File: src/rtl/sap1_prog_loader_pkg.sv
// Shared widths and FSM state encoding for the SAP-1 programming-mode loader.
package sap1_prog_loader_pkg;

    localparam int ADDR_W = 4;
    localparam int DATA_W = 8;

    typedef enum logic [2:0] {
        ST_IDLE     = 3'd0,
        ST_LOAD_MAR = 3'd1,
        ST_SETUP    = 3'd2,
        ST_WRITE    = 3'd3,
        ST_HOLD     = 3'd4,
        ST_WAIT_REL = 3'd5
    } state_e;

endpackage

File: src/rtl/sap1_prog_loader_if.sv
// Switch/button inputs and MAR/RAM write bus of the programming loader.
interface sap1_prog_loader_if
    import sap1_prog_loader_pkg::*;
#(
    parameter int AW = ADDR_W,
    parameter int DW = DATA_W
);
    logic          prog;
    logic          btn_wr;
    logic [AW-1:0] sw_addr;
    logic [DW-1:0] sw_data;
    logic          auto_inc;
    logic [AW-1:0] addr_out;
    logic          nLm;
    logic [DW-1:0] ram_din;
    logic          nwe;
    logic          busy;
    logic          done;
    logic [AW-1:0] ptr;

    // master = loader side, drives the memory strobes
    modport master (
        input  prog, btn_wr, sw_addr, sw_data, auto_inc,
        output addr_out, nLm, ram_din, nwe, busy, done, ptr
    );

    modport slave (
        output prog, btn_wr, sw_addr, sw_data, auto_inc,
        input  addr_out, nLm, ram_din, nwe, busy, done, ptr
    );
endinterface

File: src/rtl/sap1_prog_loader_debounce.sv
// Two-flop synchroniser plus stable-level debouncer for the raw write button.
module btn_debounce #(
    parameter int DEBOUNCE_CYC = 16
) (
    input  logic clk,
    input  logic rst,
    input  logic btn_raw,
    output logic btn_db
);
    localparam int CNT_W = (DEBOUNCE_CYC > 2) ? $clog2(DEBOUNCE_CYC) : 1;

    logic             sync1_q, sync1_d;
    logic             sync2_q, sync2_d;
    logic             db_q, db_d;
    logic [CNT_W-1:0] cnt_q, cnt_d;

    always_comb begin
        sync1_d = btn_raw;
        sync2_d = sync1_q;
        db_d    = db_q;
        cnt_d   = '0;
        // flip only on the DEBOUNCE_CYC-th consecutive mismatch
        if (sync2_q != db_q) begin
            if (cnt_q == CNT_W'(DEBOUNCE_CYC - 1)) begin
                db_d  = sync2_q;
                cnt_d = '0;
            end else begin
                cnt_d = cnt_q + 1'b1;
            end
        end
    end

    always_ff @(posedge clk) begin
        if (rst) begin
            sync1_q <= 1'b0;
            sync2_q <= 1'b0;
            db_q    <= 1'b0;
            cnt_q   <= '0;
        end else begin
            sync1_q <= sync1_d;
            sync2_q <= sync2_d;
            db_q    <= db_d;
            cnt_q   <= cnt_d;
        end
    end

    assign btn_db = db_q;
endmodule

File: src/rtl/sap1_prog_loader.sv
// Programming-mode front end: debounced button -> MAR load strobe -> RAM write strobe.
//  state    | meaning
//  IDLE     | waiting for a debounced press in programming mode
//  LOAD_MAR | nLm low, snapshot address presented to MAR
//  SETUP    | strobes idle, address/data settling
//  WRITE    | nwe low for WR_PULSE cycles
//  HOLD     | nwe released, data still driven, done pulse
//  WAIT_REL | waiting for the button to be released
module sap1_prog_loader
    import sap1_prog_loader_pkg::*;
#(
    parameter int DEBOUNCE_CYC = 16,
    parameter int WR_PULSE     = 2
) (
    input logic              CLK,
    input logic              CLR,
    sap1_prog_loader_if.master bus
);
    localparam int WR_W = (WR_PULSE > 1) ? $clog2(WR_PULSE) : 1;

    logic              btn_db;
    logic              start;
    logic              btn_db_prev_q, btn_db_prev_d;
    state_e            state_q, state_d;
    logic [ADDR_W-1:0] addr_q, addr_d;
    logic [DATA_W-1:0] data_q, data_d;
    logic [ADDR_W-1:0] ptr_q, ptr_d;
    logic              from_ptr_q, from_ptr_d;
    logic [WR_W-1:0]   wr_cnt_q, wr_cnt_d;

    btn_debounce #(.DEBOUNCE_CYC(DEBOUNCE_CYC)) u_debounce (
        .clk     (CLK),
        .rst     (CLR),
        .btn_raw (bus.btn_wr),
        .btn_db  (btn_db)
    );

    assign start = btn_db & ~btn_db_prev_q;

    always_comb begin
        btn_db_prev_d = btn_db;
        state_d       = state_q;
        addr_d        = addr_q;
        data_d        = data_q;
        ptr_d         = ptr_q;
        from_ptr_d    = from_ptr_q;
        wr_cnt_d      = wr_cnt_q;
        case (state_q)
            ST_IDLE: begin
                if (start && !bus.prog) begin
                    addr_d     = bus.auto_inc ? ptr_q : bus.sw_addr;
                    data_d     = bus.sw_data;
                    from_ptr_d = bus.auto_inc;
                    state_d    = ST_LOAD_MAR;
                end
            end
            ST_LOAD_MAR: state_d = ST_SETUP;
            ST_SETUP: begin
                state_d  = ST_WRITE;
                wr_cnt_d = WR_W'(WR_PULSE - 1);
            end
            ST_WRITE: begin
                if (wr_cnt_q == '0) begin
                    state_d = ST_HOLD;
                    if (from_ptr_q) ptr_d = ptr_q + 1'b1;
                end else begin
                    wr_cnt_d = wr_cnt_q - 1'b1;
                end
            end
            ST_HOLD:     state_d = ST_WAIT_REL;
            ST_WAIT_REL: if (!btn_db) state_d = ST_IDLE;
            default:     state_d = ST_IDLE;
        endcase
        // leaving programming mode aborts the sequence without committing the pointer
        if (state_q != ST_IDLE && bus.prog) begin
            state_d = ST_IDLE;
            ptr_d   = ptr_q;
        end
    end

    always_ff @(posedge CLK) begin
        if (CLR) begin
            btn_db_prev_q <= 1'b0;
            state_q       <= ST_IDLE;
            addr_q        <= '0;
            data_q        <= '0;
            ptr_q         <= '0;
            from_ptr_q    <= 1'b0;
            wr_cnt_q      <= '0;
        end else begin
            btn_db_prev_q <= btn_db_prev_d;
            state_q       <= state_d;
            addr_q        <= addr_d;
            data_q        <= data_d;
            ptr_q         <= ptr_d;
            from_ptr_q    <= from_ptr_d;
            wr_cnt_q      <= wr_cnt_d;
        end
    end

    assign bus.nLm      = (state_q != ST_LOAD_MAR);
    assign bus.nwe      = (state_q != ST_WRITE);
    assign bus.done     = (state_q == ST_HOLD);
    assign bus.busy     = (state_q != ST_IDLE);
    assign bus.addr_out = addr_q;
    assign bus.ram_din  = data_q;
    assign bus.ptr      = ptr_q;
endmodule

File: src/flat_wrapper.sv
// flat-port wrapper written by rule: the top's interface ports become plain ports
module sap1_prog_loader_flat import sap1_prog_loader_pkg::*;
#(
    parameter int DEBOUNCE_CYC = 16,
    parameter int WR_PULSE     = 2
)
  (CLK, CLR, bus_prog, bus_btn_wr, bus_sw_addr, bus_sw_data, bus_auto_inc, bus_addr_out, bus_nLm, bus_ram_din, bus_nwe, bus_busy, bus_done, bus_ptr);
  sap1_prog_loader_if bus_i ();
  input logic CLK;
  input logic CLR;
  input wire logic [$bits(bus_i.prog)-1:0] bus_prog;
  input wire logic [$bits(bus_i.btn_wr)-1:0] bus_btn_wr;
  input wire logic [$bits(bus_i.sw_addr)-1:0] bus_sw_addr;
  input wire logic [$bits(bus_i.sw_data)-1:0] bus_sw_data;
  input wire logic [$bits(bus_i.auto_inc)-1:0] bus_auto_inc;
  output wire logic [$bits(bus_i.addr_out)-1:0] bus_addr_out;
  output wire logic [$bits(bus_i.nLm)-1:0] bus_nLm;
  output wire logic [$bits(bus_i.ram_din)-1:0] bus_ram_din;
  output wire logic [$bits(bus_i.nwe)-1:0] bus_nwe;
  output wire logic [$bits(bus_i.busy)-1:0] bus_busy;
  output wire logic [$bits(bus_i.done)-1:0] bus_done;
  output wire logic [$bits(bus_i.ptr)-1:0] bus_ptr;
  assign bus_i.prog = bus_prog;
  assign bus_i.btn_wr = bus_btn_wr;
  assign bus_i.sw_addr = bus_sw_addr;
  assign bus_i.sw_data = bus_sw_data;
  assign bus_i.auto_inc = bus_auto_inc;
  assign bus_addr_out = bus_i.addr_out;
  assign bus_nLm = bus_i.nLm;
  assign bus_ram_din = bus_i.ram_din;
  assign bus_nwe = bus_i.nwe;
  assign bus_busy = bus_i.busy;
  assign bus_done = bus_i.done;
  assign bus_ptr = bus_i.ptr;
  sap1_prog_loader #(.DEBOUNCE_CYC(DEBOUNCE_CYC), .WR_PULSE(WR_PULSE)) u_core (.CLK(CLK), .CLR(CLR), .bus(bus_i));
endmodule
File: config.mk
export PLATFORM = sky130hd
export DESIGN_NAME = sap1_prog_loader_flat
export DESIGN_NICKNAME = d
export VERILOG_FILES = /design/src/rtl/sap1_prog_loader_pkg.sv /design/src/rtl/sap1_prog_loader_if.sv /design/src/rtl/sap1_prog_loader_debounce.sv /design/src/rtl/sap1_prog_loader.sv /design/src/flat_wrapper.sv
export SDC_FILE = /design/constraint.sdc
export NUM_CORES = 1
export LEC_CHECK = 0
export ABC_AREA = 0
export CORE_MARGIN = 2
export CORE_UTILIZATION = 49
export CTS_BUF_LIST = sky130_fd_sc_hd__clkbuf_16
export DETAILED_ROUTE_END_ITERATION = 7
export GPL_TIMING_DRIVEN = 1
export HOLD_SLACK_MARGIN = 0.05
export PLACE_DENSITY = 0.84
export SYNTH_ARGS = -nofsm -noshare
export SYNTH_HDL_FRONTEND = slang
export SYNTH_HIERARCHICAL = 1
export SYNTH_SLANG_ARGS = --single-unit
File: constraint.sdc
create_clock -name CLK -period 2.15 [get_ports CLK]
set_input_delay 0.645 -clock CLK [delete_from_list [all_inputs] [get_ports CLK]]
set_output_delay 0.645 -clock CLK [all_outputs]
set_load 0.01 [all_outputs]
# == Word-level counts from Yosys, hierarchy flattened ==
# Index checks and enable logic that the tools add are counted.
# totals
ram_bits,0
inputBits,17
romBits,0
reg_bits,29
latchBits,0
n_memories,0
# op_classes
n_eq_ne,12
magnitude_cmp,0
multipliers,0
n_reduce_logical,12
bitwise_logic,5
shift,0
div,0
mux,7
add_sub_neg,3
# ops
cell,count
3-bit one-hot mux with 6 select lines,1
3-bit 2-to-1 mux,3
"4-bit by 1-bit adder with 4-bit output, second input constant",2
"3-bit by 2-bit equality test with 1-bit output, second input constant",2
"3-bit equality test, second input constant",2
"4-bit equality test, second input constant",1
4-bit 2-to-1 mux,1
"2-bit != test, second input constant",2
1-bit inverter,4
2-bit AND reduction,2
4-bit AND reduction,1
"3-bit by 1-bit equality test with 1-bit output, second input constant",1
3-bit logical NOT,1
"3-bit by 1-bit != test with 1-bit output, second input constant",1
"3-bit by 2-bit != test with 1-bit output, second input constant",1
3-bit AND reduction,1
3-bit nonzero test,1
3-bit OR reduction,1
1-bit logical AND,2
"2-bit by 1-bit != test with 1-bit output, second input constant",1
1-bit one-hot mux with 2 select lines,1
2-bit nonzero test,1
2-bit OR reduction,1
1-bit bitwise AND,1
4 further kinds,4

# == Depth between registers and ports, before layout ==
# Gate-level depths: netlist (run 1).
# depth
ltp_word,5
mapped_depth,5
ltp_nobuf,4

# == Cells and area by module ==
# The synthesis (run 1) kept the hierarchy.
# by_module_without_submodules
mod,cells_per_inst,seq_area_each_um2,area_each_um2,n_inst
sap1_prog_loader,113,440.4,967.2,1
btn_debounce,23,140.1,251.5,1

# == Worst setup path before layout (run 1) ==
# OpenSTA, ideal clock, no wires.
# synth_path
path_kind,input port to flip-flop
start,input port bus_prog
end,register u_core.addr_q[0] (netlist: u_core/bus.addr_out[0])
cell_stages,4
arrival_ns,1.477
path_buffers,1
setup_time_ns,0.134
slack_ns,0.540
path_cell_list,or3b_1 clkbuf_1 nor2_1 a211oi_1
# synth_between
elab_chain_len,3
# synth_lines
item,line,text
from (decl),flat_wrapper.sv:11,input wire logic [$bits(bus_i.prog)-1:0] bus_prog;
1-bit logical NOT,sap1_prog_loader.sv:50,if (start && !bus.prog) begin
1-bit logical AND,sap1_prog_loader.sv:50,
2-bit AND reduction (no source line),--,
to (signal assigned),sap1_prog_loader.sv:93,addr_q <= addr_d;
to (decl),sap1_prog_loader.sv:25,"logic [ADDR_W-1:0] addr_q, addr_d;"
# No other way between the ends.
# A chain may end at the register's enable or synchronous reset.

# == Worst setup path in the final report (run 1) ==
# layout_path
start,register u_core.state_q[2]
end,output port bus_busy
# layout_between
elab_chain_len,1
# layout_lines
item,line,text
from (decl),sap1_prog_loader.sv:24,"state_e state_q, state_d;"
from (signal assigned),sap1_prog_loader.sv:92,state_q <= state_d;
3-bit nonzero test,sap1_prog_loader.sv:104,assign bus.busy = (state_q != ST_IDLE);
to (decl),flat_wrapper.sv:20,output wire logic [$bits(bus_i.busy)-1:0] bus_busy;
# No other way between the ends.

==> results.json, run 1 <==
{
  "timing.rr.end": "u_core/bus.ptr[3]$_SDFFE_PP0P_",
  "synth_nets": 155,
  "pre_cts_slack_ns": 0.0768,
  "synthTopCellsByArea": "dfxtp_1 48%, a21oi_1 7.8%, nand3_1 4.5%",
  "critPathMaxFanout": 7,
  "dr.pass1.iters": 4,
  "crit_path_start_kind": "flip-flop",
  "syn-cell-area_sq_um": 1220,
  "seq_area_frac_synth_pct": 47.6,
  "power.internal_uw": 1040,
  "grt_pass1_wl_microns": 4590,
  "status": "complete, no violations",
  "rows": 18,
  "holdPathStages": 1,
  "setup_slack_ns": 0.0739,
  "hpwl_microns": 2200,
  "skew_ns": 0.00615,
  "synth_top_cells_by_count": "29 x dfxtp_1, 19 x a21oi_1, 11 x nand3_1",
  "share_seq_of_total_power_pct": 41.1,
  "cts_hold_buf": 0,
  "fill_cells": 187,
  "io_buffers": 36,
  "num_vias": 1131,
  "hold_violations": 0,
  "post-route-period-util_pct": 96.6,
  "dieHeight_microns": 53.9,
  "cp.arrival_ns": 1.43,
  "synth_edf_count": 0,
  "ir_drop_mv": 0.749,
  "period_minus_slack_ns": 2.08,
  "globalplace.congestion": 0.780,
  "syn_area_per_cell_sq_um": 8.96,
  "max-cap-violations": 0,
  "switching_power_uw": 321,
  "synth_flop_cell": "dfxtp_1",
  "gr-total-overflow": 0,
  "cts_sinks": 29,
  "drive_above_1_share_pct": 12.8,
  "power.leakage_uw": 0.000633,
  "drtIter0Drc": 33,
  "diodes": 0,
  "max_stage_delay_ns": 0.48,
  "clk_latency_ns": 0.27,
  "synthArstFlopShare_pct": 0,
  "finalWirelength_microns": 3050,
  "initial_core_util_pct": 50.6,
  "cts_made_buffers": 5,
  "synth_cells": 136,
  "power_density_nw_per_um2": 766,
  "grt_pass1_vias": 1033,
  "path_class": "reg -> out",
  "worstMarginPinSlew_ns": 0.312,
  "global_route.usage.total_pct": 23.0,
  "pwr-share-comb_pct": 10.6,
  "clock_power_share_pct": 48.4,
  "clk_pin_slew_ns": 0.05,
  "yosysUniqueCellTypes": 33,
  "htreeDepth": 2,
  "finalSetupViolCount": 0,
  "die-area_sq_um": 2900,
  "drc": 0,
  "cts_tree": "done",
  "setup_tns_ns": 0,
  "timing.critical_path.to_type": "output port",
  "critPathRequiredTime_ns": 1.50,
  "synth_top_area_share_pct": 47.6,
  "vias_per_cell": 5.41,
  "coreArea_sq_um": 2410,
  "cts-root-buf": "clkbuf_16",
  "pin_count": 37,
  "dieWidth_microns": 53.9,
  "r2r_start": "u_core/state_q[0]$_SDFFE_PP0P_",
  "report.final.slew_viol_count": 0,
  "cp_cell_sequence": "nor3_2, inv_2, clkdlybuf4s50_1",
  "hold_class": "reg -> reg",
  "reg2reg_slack_ns": 0.61,
  "worst_hold_path.endpoint": "u_core/u_debounce/sync2_q$_SDFF_PP0_",
  "synth.most_common_cell": "dfxtp_1",
  "maxSlewHeadroom_pct": 79.1,
  "final_nets": 197,
  "post_drt_wl_per_cell_microns": 14.6,
  "fmax_mhz": 482,
  "rsz0062_at_grt": "false",
  "clk_path_buf_depth": 2,
  "min-delay-start": "u_core/u_debounce/sync1_q$_SDFF_PP0_",
  "r2r_cells": 3,
  "antenna_found_initial": 0,
  "final_antenna_net_count": 0,
  "grt_max_degree": 23,
  "area_growth_pct": 46.2,
  "synth_seq_cells": 29,
  "swShare_pct": 23.5,
  "crit_slowest_cell": "clkdlybuf4s50_1",
  "yosysWarnings": 6,
  "synth_area_leader_cell": "dfxtp_1"
}
==> final cells by class <==
cell class	count	area, sq um	area share (%)
well taps	30	37.5	2.11
inverters	5	18.8	1.05
flip-flops and latches	29	583	32.7
clock inverters	3	17.5	0.983
repair buffers	43	412	23.1
multi-input cells	94	588	33.0
clock buffers	5	125	7.02
==> layer usage <==
metal	track usage (%)	vias up	share of wire (%)
met4	12.8	0	1.3
li1	-	568	-
met2	39.0	33	53
met5	0	-	0
met1	25.4	525	41
met3	6.94	5	4.8
==> registers in the layout, indices dropped and copies added (netlist names) <==
signal / count
u_core/btn_db_prev_q: 1
u_core/bus.addr_out: 4
u_core/state_q: 3
u_core/u_debounce/sync1_q: 1
u_core/from_ptr_q: 1
u_core/bus.ram_din: 8
u_core/wr_cnt_q: 1
u_core/u_debounce/btn_db: 1
u_core/u_debounce/sync2_q: 1
u_core/u_debounce/cnt_q: 4
u_core/bus.ptr: 4
==> power groups by stage <==
stage                     logic, uW  clock network (uW)  registers, uW
after global placement          139                   0            569
after global routing            154                 691            562
after CTS                       142                 667            559
after detailed placement        141                   0            570
after floorplan                70.9                   0            567
final                           144                 660            560
==> worst max-delay path: cells and delay by family, from the launching register on <==
family,cells,cell delay (ns)
buffers and inverters,2,0.54
DFF,1,0.35
and+or+nand+nor,1,0.27
==> cells in the final DEF, fill, tap and decap left out, drive strengths merged, types with 3 or more instances in the layout <==
cell type	netlist	routed
a211oi	5	5
a21oi	19	19
nand2	4	4
buf	3	7
nor2	9	9
inv	5	5
clkdlybuf4s50	0	35
or3	3	3
mux2i	5	5
nand3	11	11
clkbuf	5	5
o21ai	12	12
dfxtp	29	29
nor2b	4	4
==> kinds of logic (layout without fill, tap and decap cells) <==
kind of cell	Yosys count	count (layout)	share of synthesized area, %
muxes	5	5	4.11
buffers and inverters	13	56	4.31
xor gates and xnor gates	3	3	2.16
and+or+nand+nor	43	43	20.5
DFF	29	29	47.6
adders and majority gates	2	2	2.05
AOI/OAI and AO/OA	41	41	19.2
==> worst max-delay path by stage <==
| stage | startpoint | endpoint | slack (ns) | cells past startpoint |
|---|---|---|---|---|
| floorplan | bus_prog | u_core/bus.addr_out[0]$_SDFFE_PP0P_ | 0.54 | 4 |
| global placement | bus_prog | u_core/state_q[0]$_SDFFE_PP0P_ | 0.09 | 4 |
| detailed placement | bus_prog | u_core/state_q[0]$_SDFFE_PP0P_ | 0.08 | 4 |
| CTS | u_core/state_q[2]$_SDFFE_PP0P_ | bus_busy | 0.08 | 3 |
| global route | u_core/state_q[0]$_SDFFE_PP0P_ | bus_busy | 0.02 | 3 |
| finish | u_core/state_q[2]$_SDFFE_PP0P_ | bus_busy | 0.07 | 3 |
==> metrics by stage <==
step                      hold WS, ns  std cells  area [sq um]  utilization [%]  total power, uW
after floorplan                 0.414        136          1220                -              638
after global placement          0.428        201          1640             67.9              708
after detailed placement        0.434        201          1640             67.9              711
after CTS                       0.445        209          1780             73.8             1370
after global routing            0.462        209          1780             73.9             1410
final                           0.439        209          1780             73.9             1360
==> what timing repair did <==
item | CTS | global route
setup buffers | 0 | 0
setup endpoints to repair | 1 | 1
gates resized for setup | 3 | 1
Power figures use the tool's default switching activity.
==> inputs of run 2 (changes only) <==
--- a/config.mk
+++ b/config.mk
@@ -7,12 +7,11 @@
 export LEC_CHECK = 0
 export ABC_AREA = 0
 export CORE_MARGIN = 2
-export CORE_UTILIZATION = 49
-export CTS_BUF_LIST = sky130_fd_sc_hd__clkbuf_16
+export CORE_UTILIZATION = 51
+export CTS_BUF_LIST = sky130_fd_sc_hd__clkbuf_4
 export DETAILED_ROUTE_END_ITERATION = 7
 export GPL_TIMING_DRIVEN = 1
-export HOLD_SLACK_MARGIN = 0.05
-export PLACE_DENSITY = 0.84
+export PLACE_DENSITY = 0.87
 export SYNTH_ARGS = -nofsm -noshare
 export SYNTH_HDL_FRONTEND = slang
 export SYNTH_HIERARCHICAL = 1
==> run 2 against run 1 <==
Compared with the run above: flip-flop and latch count unchanged; register-to-register slack about the same; clock power decreased by 33%; utilization increased by 3.9 points; largest power group is now registers; routed wire length increased by 2.1%; hold slack improved by 0.021 ns; largest cell class unchanged; critical path type unchanged.
==> results.json, run 2 (synthesis results as in run 1) <==
{
  "finalWirelength_microns": 3120,
  "crit_slowest_cell": "clkdlybuf4s50_1",
  "coreArea_sq_um": 2230,
  "cts_made_buffers": 5,
  "pin_count": 37,
  "dr.pass1.iters": 4,
  "grt_pass1_wl_microns": 5010,
  "status": "complete, no violations",
  "io_buffers": 36,
  "finalSetupViolCount": 0,
  "place_area_sq_um": 1630,
  "post_drt_wl_per_cell_microns": 15.0,
  "endpoint": "bus_nLm",
  "final_antenna_net_count": 0,
  "maxSlewHeadroom_pct": 77.9,
  "hpwl_microns": 2240,
  "clock_power_share_pct": 38.4,
  "max-cap-violations": 0,
  "gr-total-overflow": 0,
  "area_growth_pct": 42.6,
  "htreeDepth": 2,
  "worstSetupStartpoint": "u_core/state_q[2]$_SDFFE_PP0P_",
  "max_stage_delay_ns": 0.48,
  "setup_slack_ns": 0.0714,
  "clk_latency_ns": 0.33,
  "share_seq_of_total_power_pct": 48.9,
  "setup_tns_ns": 0,
  "clk_path_buf_depth": 2,
  "report.final.slew_viol_count": 0,
  "cts_sinks": 29,
  "rows": 17,
  "cts_setup_buffers": 0,
  "drive_above_1_share_pct": 12.8,
  "crit_path_start_kind": "flip-flop",
  "cts-root-buf": "clkbuf_4",
  "cp.arrival_ns": 1.43,
  "die-area_sq_um": 2800,
  "vias_per_cell": 5.48,
  "globalplace.congestion": 0.811,
  "dieWidth_microns": 52.9,
  "clk_pin_slew_ns": 0.09,
  "grt_max_degree": 14,
  "r2r_start": "u_core/state_q[2]$_SDFFE_PP0P_",
  "global_route.usage.total_pct": 25.7,
  "skew_ns": 0.0125,
  "dieHeight_microns": 52.9,
  "diodes": 0,
  "antenna_found_initial": 0,
  "worstMarginPinSlew_ns": 0.330,
  "swShare_pct": 23.7,
  "initial_core_util_pct": 54.6,
  "post-route-period-util_pct": 96.7,
  "cts_tree": "done",
  "timing.rr.end": "u_core/bus.ptr[3]$_SDFFE_PP0P_",
  "ir_drop_mv": 0.716,
  "drc": 0,
  "drtIter0Drc": 37,
  "timing.critical_path.to_type": "output port",
  "critPathRequiredTime_ns": 1.50,
  "num_vias": 1135,
  "hold_class": "reg -> reg",
  "multi_input_area_sq_um": 599,
  "final_cell_mix": "33 x clkdlybuf4s50_1, 26 x dfxtp_1, 19 x a21oi_1, 11 x nand3_1",
  "fill_cells": 160,
  "final_nets": 197,
  "fin_area_sq_um": 1740,
  "hold_violations": 0,
  "reg2reg_slack_ns": 0.61,
  "power.leakage_uw": 0.000629,
  "power.internal_uw": 874,
  "critPathMaxFanout": 7,
  "pre_cts_slack_ns": 0.0702,
  "switching_power_uw": 272,
  "path_class": "reg -> out",
  "cp_cell_sequence": "nor2_1, nand2_1, clkdlybuf4s50_1",
  "grt_pass1_vias": 1167,
  "seq_area_sq_um": 589,
  "r2r_cells": 3,
  "largest_reg_flops": 8,
  "period_minus_slack_ns": 2.08,
  "final_common_cell": "clkdlybuf4s50_1",
  "fmax_mhz": 481,
  "power_density_nw_per_um2": 659,
  "pwr-share-comb_pct": 12.7
}
[run 2: cell types whose count changed in the layout (fill, tap and decap cells not counted), moves of 2 or more]
cell / before / now
clkbuf_4: 0 / 6
clkbuf_16: 5 / 0
clkdlybuf4s50_1: 35 / 33
clkinv_2: 2 / 0
dfxtp_4: 0 / 2
dlymetal6s2s_1: 0 / 2
[run 2: area by class of cell]
class / count / area share, %
clock inverter: 2 / 1.94
tap: 28 / 2.02
clock buffer: 6 / 2.59
timing repair buffer: 43 / 24.0
multi-input combinational: 94 / 34.5
sequential: 29 / 33.9
inverter: 5 / 1.08
[run 2: per-stage QoR]
stage | hold WS [ns] | std cells | util [%] | total power (uW)
2_1_floorplan | 0.414 | 136 | - | 638
3_3_place_gp | 0.425 | 199 | 73.1 | 705
3_5_place_dp | 0.446 | 199 | 73.1 | 711
4_1_cts | 0.462 | 207 | 76.8 | 1140
5_1_grt | 0.495 | 207 | 77.8 | 1190
6_report | 0.461 | 207 | 77.8 | 1150
[run 2: worst max-delay path: cells and delay by family (launching register included)]
| family | cells | cell delay (ns) |
|---|---|---|
| buf+inv | 1 | 0.48 |
| flops | 1 | 0.39 |
| simple gates | 2 | 0.23 |
[run 2: layer usage]
layer	routed length (microns)	global-route usage (%)	vias up
li1	-	-	571
met1	1210	25.9	522
met2	1690	46.9	35
met3	175	9.60	7
met4	42	10.7	0
met5	0	0	-
[run 2: what timing repair did]
action,in CTS,in global routing
hold buffers,0,0
resized for setup,4,7
endpoints found under the setup margin,3,2
pin swaps,0,1
endpoints found under the hold margin,0,0
[run 2: worst min-delay path by stage]
stage | from | to | slack, ns | cells after the start
floorplan | u_core/u_debounce/sync1_q$_SDFF_PP0_ | u_core/u_debounce/sync2_q$_SDFF_PP0_ | 0.41 | 1
global placement | u_core/u_debounce/cnt_q[0]$_SDFF_PP0_ | u_core/u_debounce/cnt_q[0]$_SDFF_PP0_ | 0.42 | 1
detailed placement | u_core/u_debounce/sync1_q$_SDFF_PP0_ | u_core/u_debounce/sync2_q$_SDFF_PP0_ | 0.45 | 1
CTS | u_core/u_debounce/sync1_q$_SDFF_PP0_ | u_core/u_debounce/sync2_q$_SDFF_PP0_ | 0.46 | 1
global route | u_core/u_debounce/cnt_q[0]$_SDFF_PP0_ | u_core/u_debounce/cnt_q[0]$_SDFF_PP0_ | 0.49 | 1
finish | u_core/u_debounce/sync1_q$_SDFF_PP0_ | u_core/u_debounce/sync2_q$_SDFF_PP0_ | 0.46 | 1
[run 2: power by group through the flow]
stage | clock network, uW | registers [uW] | logic [uW]
2_1_floorplan | 0 | 567 | 70.9
3_3_place_gp | 0 | 569 | 136
3_5_place_dp | 0 | 570 | 141
4_1_cts | 443 | 558 | 143
5_1_grt | 471 | 563 | 159
6_report | 440 | 561 | 145
==> inputs of run 3 (changes only) <==
--- a/config.mk
+++ b/config.mk
@@ -9,6 +9,7 @@
 export CORE_MARGIN = 2
 export CORE_UTILIZATION = 51
 export CTS_BUF_LIST = sky130_fd_sc_hd__clkbuf_4
+export CTS_CLUSTER_SIZE = 40
 export DETAILED_ROUTE_END_ITERATION = 7
 export GPL_TIMING_DRIVEN = 1
 export PLACE_DENSITY = 0.87
==> results of run 3 <==
No change in the layout: final DEF, timing and power equal those of run 2.
